## config.mk

```make
export PLATFORM = sky130hd
export DESIGN_NAME = sliding_window_buffer_flat
export DESIGN_NICKNAME = d
export VERILOG_FILES = /design/src/rtl/sliding_window_buffer_if.sv /design/src/rtl/sliding_window_buffer.sv /design/src/flat_wrapper.sv
export SDC_FILE = /design/constraint.sdc
export NUM_CORES = 1
export LEC_CHECK = 0
export CAP_MARGIN = 25
export CORE_MARGIN = 1.5
export CORE_UTILIZATION = 40
export DETAILED_ROUTE_END_ITERATION = 7
export PLACE_DENSITY = 0.68
export SLEW_MARGIN = 0
export SYNTH_ARGS = -nofsm -noshare
export SYNTH_HDL_FRONTEND = slang
export SYNTH_SLANG_ARGS = --single-unit
```

## constraint.sdc

```tcl
create_clock -name clock -period 13.8 [get_ports clock]
set_clock_uncertainty 0.15 [all_clocks]
set_input_delay 2.07 -clock clock [delete_from_list [all_inputs] [get_ports clock]]
set_output_delay 2.07 -clock clock [all_outputs]
set_load 0.05 [all_outputs]
```

## src/rtl/sliding_window_buffer_if.sv

```systemverilog
// Block-transfer bundle between the framing stage, the sliding window buffer
// and the correlation datapath: write/read handshakes, block data and status.
interface sliding_window_buffer_if #(
  parameter int P       = 4,
  parameter int NP      = 10,
  parameter int NB_DATA = 32
);
  localparam int CW = $clog2(P) + 1;

  logic                         i_wvalid;
  logic                         o_wready;
  logic [NP-1:0][NB_DATA-1:0]   i_data;
  logic                         o_rvalid;
  logic                         i_rready;
  logic [NP-1:0][NB_DATA-1:0]   o_data;
  logic [CW-1:0]                o_count;
  logic                         o_full;
  logic                         o_empty;
  logic                         o_overflow;

  modport slave (
    input  i_wvalid, i_data, i_rready,
    output o_wready, o_rvalid, o_data, o_count, o_full, o_empty, o_overflow
  );

  modport master (
    output i_wvalid, i_data, i_rready,
    input  o_wready, o_rvalid, o_data, o_count, o_full, o_empty, o_overflow
  );
endinterface

```

## src/rtl/sliding_window_buffer.sv

```systemverilog
// Circular P-slot block buffer with internal wrap-around pointers, valid/ready
// on both sides, a first-word-fall-through output register and sync flush.
module sliding_window_buffer #(
  parameter int P       = 4,
  parameter int NP      = 10,
  parameter int NB_DATA = 32
) (
  input  logic                      clock,
  input  logic                      i_reset_n,
  input  logic                      i_enable,
  input  logic                      i_flush,
  sliding_window_buffer_if.slave    bus
);
  localparam int AW = $clog2(P);
  localparam int CW = AW + 1;
  localparam logic [AW-1:0] PTR_ONE = AW'(1);
  localparam logic [CW-1:0] CNT_ONE = CW'(1);
  localparam logic [CW-1:0] CNT_MAX = CW'(P);

  typedef logic [NP-1:0][NB_DATA-1:0] block_t;

  block_t          mem_q [P];
  logic [AW-1:0]   wr_ptr_q, wr_ptr_d;
  logic [AW-1:0]   rd_ptr_q, rd_ptr_d;
  logic [CW-1:0]   count_q, count_d;
  logic            out_valid_q, out_valid_d;
  block_t          data_q, data_d;
  logic            overflow_q, overflow_d;

  logic            full_s;
  logic            wready_s;
  logic            rvalid_s;
  logic            wr_xfer_s;
  logic            rd_xfer_s;
  logic            flush_s;
  logic            mem_we_s;
  logic            load_s;
  logic [CW-1:0]   pending_s;

  // Handshake decode from registered state and i_enable only.
  always_comb begin
    full_s    = (count_q == CNT_MAX);
    wready_s  = i_enable & ~full_s;
    rvalid_s  = i_enable & out_valid_q;
    flush_s   = i_enable & i_flush;
    wr_xfer_s = i_enable & bus.i_wvalid & wready_s;
    rd_xfer_s = rvalid_s & bus.i_rready;
    mem_we_s  = wr_xfer_s & ~i_flush;
    // Blocks stored but not yet moved into the output register; the one held
    // there still owns its slot until consumed.
    pending_s = count_q - {{(CW-1){1'b0}}, out_valid_q};
    load_s    = i_enable & ~i_flush & (~out_valid_q | rd_xfer_s)
                & (pending_s != {CW{1'b0}});
  end

  // Next-state for pointers, occupancy, output register and overflow flag.
  always_comb begin
    wr_ptr_d    = wr_ptr_q;
    rd_ptr_d    = rd_ptr_q;
    count_d     = count_q;
    out_valid_d = out_valid_q;
    data_d      = data_q;
    overflow_d  = overflow_q;
    if (flush_s) begin
      wr_ptr_d    = {AW{1'b0}};
      rd_ptr_d    = {AW{1'b0}};
      count_d     = {CW{1'b0}};
      out_valid_d = 1'b0;
      overflow_d  = 1'b0;
    end else if (i_enable) begin
      overflow_d = bus.i_wvalid & full_s;
      if (wr_xfer_s) begin
        wr_ptr_d = wr_ptr_q + PTR_ONE;
      end else begin
        wr_ptr_d = wr_ptr_q;
      end
      case ({wr_xfer_s, rd_xfer_s})
        2'b10:   count_d = count_q + CNT_ONE;
        2'b01:   count_d = count_q - CNT_ONE;
        default: count_d = count_q;
      endcase
      if (load_s) begin
        data_d      = mem_q[rd_ptr_q];
        rd_ptr_d    = rd_ptr_q + PTR_ONE;
        out_valid_d = 1'b1;
      end else if (rd_xfer_s) begin
        out_valid_d = 1'b0;
      end else begin
        out_valid_d = out_valid_q;
      end
    end else begin
      overflow_d = overflow_q;
    end
  end

  // Control and output registers with asynchronous reset.
  always_ff @(posedge clock or negedge i_reset_n) begin
    if (!i_reset_n) begin
      wr_ptr_q    <= {AW{1'b0}};
      rd_ptr_q    <= {AW{1'b0}};
      count_q     <= {CW{1'b0}};
      out_valid_q <= 1'b0;
      data_q      <= '0;
      overflow_q  <= 1'b0;
    end else begin
      wr_ptr_q    <= wr_ptr_d;
      rd_ptr_q    <= rd_ptr_d;
      count_q     <= count_d;
      out_valid_q <= out_valid_d;
      data_q      <= data_d;
      overflow_q  <= overflow_d;
    end
  end

  // Block storage is left unreset so it maps onto plain RAM.
  always_ff @(posedge clock) begin
    if (mem_we_s) begin
      mem_q[wr_ptr_q] <= bus.i_data;
    end
  end

  assign bus.o_wready   = wready_s;
  assign bus.o_rvalid   = rvalid_s;
  assign bus.o_data     = data_q;
  assign bus.o_count    = count_q;
  assign bus.o_full     = full_s;
  assign bus.o_empty    = (count_q == {CW{1'b0}});
  assign bus.o_overflow = overflow_q;
endmodule

```

## src/flat_wrapper.sv

```systemverilog
// flat-port wrapper written by rule: the top's interface ports become plain ports
module sliding_window_buffer_flat 
#(
  parameter int P       = 4,
  parameter int NP      = 10,
  parameter int NB_DATA = 32
)
  (clock, i_reset_n, i_enable, i_flush, bus_i_wvalid, bus_i_data, bus_i_rready, bus_o_wready, bus_o_rvalid, bus_o_data, bus_o_count, bus_o_full, bus_o_empty, bus_o_overflow);
  sliding_window_buffer_if #(.P(P), .NP(NP), .NB_DATA(NB_DATA)) bus_i ();
  input  logic clock;
  input  logic i_reset_n;
  input  logic i_enable;
  input  logic i_flush;
  input wire logic [$bits(bus_i.i_wvalid)-1:0] bus_i_wvalid;
  input wire logic [$bits(bus_i.i_data)-1:0] bus_i_data;
  input wire logic [$bits(bus_i.i_rready)-1:0] bus_i_rready;
  output wire logic [$bits(bus_i.o_wready)-1:0] bus_o_wready;
  output wire logic [$bits(bus_i.o_rvalid)-1:0] bus_o_rvalid;
  output wire logic [$bits(bus_i.o_data)-1:0] bus_o_data;
  output wire logic [$bits(bus_i.o_count)-1:0] bus_o_count;
  output wire logic [$bits(bus_i.o_full)-1:0] bus_o_full;
  output wire logic [$bits(bus_i.o_empty)-1:0] bus_o_empty;
  output wire logic [$bits(bus_i.o_overflow)-1:0] bus_o_overflow;
  assign bus_i.i_wvalid = bus_i_wvalid;
  assign bus_i.i_data = bus_i_data;
  assign bus_i.i_rready = bus_i_rready;
  assign bus_o_wready = bus_i.o_wready;
  assign bus_o_rvalid = bus_i.o_rvalid;
  assign bus_o_data = bus_i.o_data;
  assign bus_o_count = bus_i.o_count;
  assign bus_o_full = bus_i.o_full;
  assign bus_o_empty = bus_i.o_empty;
  assign bus_o_overflow = bus_i.o_overflow;
  sliding_window_buffer #(.P(P), .NP(NP), .NB_DATA(NB_DATA)) u_core (.clock(clock), .i_reset_n(i_reset_n), .i_enable(i_enable), .i_flush(i_flush), .bus(bus_i));
endmodule
```

### Word level (Yosys, flattened, before mapping)

Memories as Yosys holds them, arrays and structs flattened. A register that Yosys moved wholly into a read port is not among the register bits.
Cells that the tools add are included.

* $add $sub $neg: 5
* $mul: 0
* divide/modulo/power cells: 0
* magnitude comparators: 0
* equality and inequality tests: 3
* shift-type cells: 0
* multiplexer cells: 17
* bitwise logic cells: 16
* reductions and logical operators: 13

Operator list (count)
* 2-bit 2-to-1 mux: 6
* 1-bit bitwise AND: 11
* 3-bit nonzero test: 3
* 1-bit 2-to-1 mux: 8
* 2-bit AND reduction: 4
* 3-bit 2-to-1 mux: 2
* 3-bit case mux with 2 select lines: 1
* 2-bit nonzero test: 3
* 2-bit by 1-bit adder with 2-bit output, second input constant: 2
* 1-bit NOT: 4
* 3-bit by 1-bit adder with 3-bit output, second input constant: 1
* 3-bit equality test, second input constant: 1
* 3-bit zero test: 1
* 3-bit AND reduction: 1
* 3-bit by 1-bit subtractor with 3-bit output: 1
* 3-bit by 1-bit subtractor with 3-bit output, second input constant: 1
* 2-bit by 1-bit equality test with 1-bit output, second input constant: 1
* 2-bit equality test, second input constant: 1
* 1-bit zero test: 1
* 1-bit bitwise OR: 1

* bits in registers: 9
* latch bits: 0
* RAM bits: 1280
* memory bits (read-only): 0
* input port bits: 326
* output and inout bits: 328
* logic and storage cells: 60
* memories kept: 1

Memory list
* u_core.mem_q: words 4, width 320, read ports 1, clocked after Yosys merged registers in 1, wr ports 1, line sliding_window_buffer.sv:22 `block_t mem_q [P];`

### Longest topological paths before layout

* depth after elaboration: 8
* gate-level depth with buffers: 8

### Least setup slack after synthesis

No wires, ideal clock.

* path kind: input to register
* start: input bus_i_wvalid
* end: memory u_core.mem_q[0][0] (netlist name) (enable)
* library setup time: 0.725 ns
* data arrival time: 9.791 ns
* required time: 12.925 ns
* setup slack: 3.134 ns
* stages: 4
* buffers on the path: 0
* path through: and2_1 > nand2_2 > nor2_1 > and2_1

* word-level cells in the longest chain between the ends: 5

Ends and longest elaborated chain
* start: declaration: line flat_wrapper.sv:14 `input wire logic [$bits(bus_i.i_wvalid)-1:0] bus_i_wvalid;`
* 1-bit bitwise AND (2 in series): line sliding_window_buffer.sv:46 `wr_xfer_s = i_enable & bus.i_wvalid & wready_s;`
* 1-bit bitwise AND: line sliding_window_buffer.sv:48 `mem_we_s = wr_xfer_s & ~i_flush;`
* 1-bit 2-to-1 mux: line sliding_window_buffer.sv:117 `if (mem_we_s) begin`
* 1-bit 2-to-1 mux (implied by the code): line sliding_window_buffer.sv:118 `mem_q[wr_ptr_q] <= bus.i_data;`
* end: declaration: line sliding_window_buffer.sv:22

No other way between the ends.

### Worst setup path after layout

* start: input i_enable
* end: output bus_o_wready

* word-level cells in the longest chain between the ends: 1

Ends and longest elaborated chain
* start: declaration: line flat_wrapper.sv:12 `input logic i_enable;`
* 1-bit bitwise AND: line sliding_window_buffer.sv:43 `wready_s = i_enable & ~full_s;`
* end: declaration: line flat_wrapper.sv:17 `output wire logic [$bits(bus_i.o_wready)-1:0] bus_o_wready;`

No other way between the ends.

==> flow_metrics.py <==
metrics = {
    "clock_network": {
        "clock_tree.root_cell": "sky130_fd_sc_hd__clkbuf_16",
        "clock_latency_ps": 770,
        "clock_tree.buffer_depth": 3,
        "ctsResizeCount": 0,
        "hold_buffers": 0,
        "postCtsSetupRepairBufs": 0,
        "cts-buffers-inserted": 167,
        "cts_tree": "yes",
        "clkSinkCount": 1609,
        "cts-htree-levels": 4,
        "worst_setup_hold_path_clk_slew_ps": 50,
    },
    "detailed_routing": {
        "drt-pass1-iter-count": 4,
        "route.vias.total": 26700,
        "drcViolationCount": 0,
        "routed_via_density": 4.99,
        "ant_nets": 0,
        "wirelength_um": 128000,
        "wire_length_per_cell_um": 24.0,
        "initialDrtViolationCount": 1479,
    },
    "min_path": {
        "worstHoldStart": "u_core.bus.o_data[250]$_DFFE_PN0P_",
        "min_to": "u_core.bus.o_data[250]$_DFFE_PN0P_",
        "worstHoldPathType": "reg2reg",
        "hold-path-cell-count": 1,
    },
    "worst_setup_path": {
        "worst_setup_path_end_kind": "output port",
        "rr_startpoint": "u_core.rd_ptr_q[0]$_DFFE_PN0P_",
        "timing_worst_setup_path_type": "in2out",
        "start_kind": "primary input",
        "largest_fanout_on_the_critical_path": 16,
        "worstReg2RegEnd": "u_core.bus.o_data[113]$_DFFE_PN0P_",
        "timing.reg2reg.worst_path_depth": 5,
        "required_time_at_the_worst_slack_endpoint_ps": 11580,
        "timing.reg2reg.setup_slack_ps": 9470,
        "data_arrival_time_of_the_critical_path_ps": 4070,
    },
    "pwr": {
        "vdd.ir_drop.worst_v": 0.000165,
        "p_per_area_nw_per_um2": 224,
        "p_leak_nw": 25.1,
        "finalPower_mw": 16.6,
    },
    "floorplan": {
        "num_io_pins": 654,
        "die-width_um": 391,
        "floorplan_die_area_um2": 153000,
        "fp.dieH_um": 391,
        "initial_core_utilization_pct": 40.2,
        "placementRows": 142,
        "core_region_area_um2": 150000,
    },
    "global_routing": {
        "track_usage_pct": 16.8,
        "grt.overflow.total": 0,
        "grt_max_degree": 121,
        "antenna_found_initial": 31,
        "first_global_vias": 28500,
        "wire_length_of_the_first_global_routing_pass_um": 191000,
    },
    "final_layout": {
        "layout_commonest_cell": "sky130_fd_sc_hd__edfxtp_1",
        "final_core_utilization_pct": 49.5,
        "final_cell_area_um2": 74000,
        "nFillCells": 11900,
        "final_layout_size_suffix_gt1_share_pct": 27.8,
        "mostFrequentLayoutCells": "sky130_fd_sc_hd__edfxtp_1 (1280), sky130_fd_sc_hd__clkdlybuf4s50_1 (652), sky130_fd_sc_hd__dfrtp_1 (327), sky130_fd_sc_hd__mux4_2 (320), sky130_fd_sc_hd__mux2_4 (300)",
        "synthToLayoutAreaGrowth_pct": 23.0,
        "design.final.nets": 3507,
    },
    "sta": {
        "timing.final.crit_share_pct": 45.6,
        "fmax_mhz": 159,
        "setup-tns-final_ps": 0,
        "worst-slew-pin-transition_ps": 1240,
        "hold_violations_final": 0,
        "layout_min_cycle_time_ps": 6290,
        "timing.slew.headroom_pct": 17.6,
        "timing_max_transition_violations_final": 0,
        "rsz0062_at_grt": "no",
        "final_setup_vio_count": 0,
    },
    "job": {
        "cap_viol_max_count": 0,
    },
    "logic_synthesis": {
        "synth-seq-cells": 1609,
        "syn_area_per_cell_um2": 24.8,
        "syn_inst": 2427,
        "synthDistinctLibCells": 40,
        "synth-warning-count": 0,
        "yosysSeqAreaShare_pct": 77.6,
        "ys.flop_type": "sky130_fd_sc_hd__edfxtp_1",
        "synth-async-reset-ratio_pct": 20.4,
        "synth-edff-count": 1280,
        "summed_instance_area_of_the_synthesized_netlist_um2": 60200,
        "syn_nets": 2759,
    },
    "placement": {
        "detailed_place.area_um2": 68600,
        "dp_hpwl_um": 76200,
        "place.gp.congestion": 0.737,
        "io_buffer_count": 653,
    },
    "run_status": {
        "run_status": "finished, final reports clean",
    },
}
## routing by layer
metal	up-vias	routed length [um]	global-route usage, %
met5	-	325	0
met4	50	2280	3.95
met3	227	10800	6.31
met2	719	62100	26.7
met1	14100	52800	21.8
li1	11500	-	-
## power by group
group | internal (mW) | total [mW] | switching (mW)
sequential | 5.98 | 6.44 | 0.466
combinational | 2.55 | 5.81 | 3.26
clock | 2.51 | 4.35 | 1.84
total | 11.0 | 16.6 | 5.57
## critical path, stage by stage
cell and delay, ps:
sky130_fd_sc_hd__clkdlybuf4s50_1 840, sky130_fd_sc_hd__inv_1 200, sky130_fd_sc_hd__nor2_1 140, sky130_fd_sc_hd__clkdlybuf4s50_1 810
## area by class of cell
type                            instances  area [um2]  share of cell area (%)
Tap cell                             2016        2520                    3.41
Inverter                                7        26.3                  0.0355
Clock inverter                         58         579                   0.783
Antenna cell                            5        12.5                  0.0169
Clock buffer                          253        4800                    6.48
Sequential cell                      1609       46700                    63.1
Multi-Input combinational cell        701       12400                    16.8
Timing Repair Buffer                  689        6970                    9.42
## how the worst max path moves through the flow
stage,startpoint,endpoint,slack (ps),cells past startpoint
after global placement,i_enable,u_core.mem_q[2][123]$_DFFE_PP_,7250,7
after global routing,i_enable,bus_o_wready,7380,4
final,i_enable,bus_o_wready,7510,4
after CTS,i_enable,bus_o_wready,7520,4
after detailed placement,i_enable,u_core.mem_q[2][119]$_DFFE_PP_,7220,7
after floorplan,bus_i_wvalid,u_core.mem_q[0][0]$_DFFE_PP_,3130,4
## Yosys cell counts (2+ instances only)
master	number	share of area [%]
sky130_fd_sc_hd__edfxtp_1	1280	64
sky130_fd_sc_hd__dfrtp_1	329	14
sky130_fd_sc_hd__mux4_2	320	12
sky130_fd_sc_hd__mux2_4	300	7.5
sky130_fd_sc_hd__clkbuf_1	35	0.22
sky130_fd_sc_hd__buf_12	33	1.1
sky130_fd_sc_hd__buf_4	22	0.27
sky130_fd_sc_hd__mux2_2	20	0.37
sky130_fd_sc_hd__buf_2	19	0.16
sky130_fd_sc_hd__a21oi_1	7	0.058
sky130_fd_sc_hd__inv_1	7	0.044
sky130_fd_sc_hd__and2_1	6	0.062
sky130_fd_sc_hd__ha_1	6	0.12
sky130_fd_sc_hd__nand2_1	5	0.031
sky130_fd_sc_hd__nor2_1	4	0.025
sky130_fd_sc_hd__xor2_1	4	0.058
sky130_fd_sc_hd__nand3_1	3	0.025
sky130_fd_sc_hd__and3_1	2	0.021
sky130_fd_sc_hd__nor3_1	2	0.017
sky130_fd_sc_hd__or3b_1	2	0.029
sky130_fd_sc_hd__xnor2_1	2	0.029
## cells by family (layout without fill, tap and decap cells)
| kind of cell | count (synthesis) | in the layout | synth area share [%] |
|---|---|---|---|
| DFF | 1609 | 1609 | 77.6 |
| other | 0 | 5 | 0 |
| buffers and inverters | 117 | 1007 | 1.80 |
| adders and majority gates | 6 | 6 | 0.125 |
| AOI/OAI and AO/OA | 19 | 19 | 0.235 |
| muxes | 641 | 641 | 19.9 |
| and+or+nand+nor | 28 | 28 | 0.289 |
| xor gates and xnor gates | 7 | 7 | 0.114 |
## stage by stage
| stage | hold slack (ps) | worst slack [ps] | std cells |
|---|---|---|---|
| 2_1_floorplan | 420 | 3130 | 2427 |
| 3_3_place_gp | 324 | 7250 | 5021 |
| 3_5_place_dp | 341 | 7220 | 5022 |
| 4_1_cts | 355 | 7520 | 5333 |
| 5_1_grt | 368 | 7380 | 5334 |
| 6_report | 354 | 7510 | 5338 |
## state kept, by name (all words and copies together) (netlist names)
| signal | cells |
|---|---|
| u_core.bus.o_count | 3 |
| u_core.bus.o_data | 320 |
| u_core.bus.o_overflow | 1 |
| u_core.mem_q | 1280 |
| u_core.out_valid_q | 1 |
| u_core.rd_ptr_q | 2 |
| u_core.wr_ptr_q | 2 |
No activity file was read; power rests on OpenSTA's default activity.
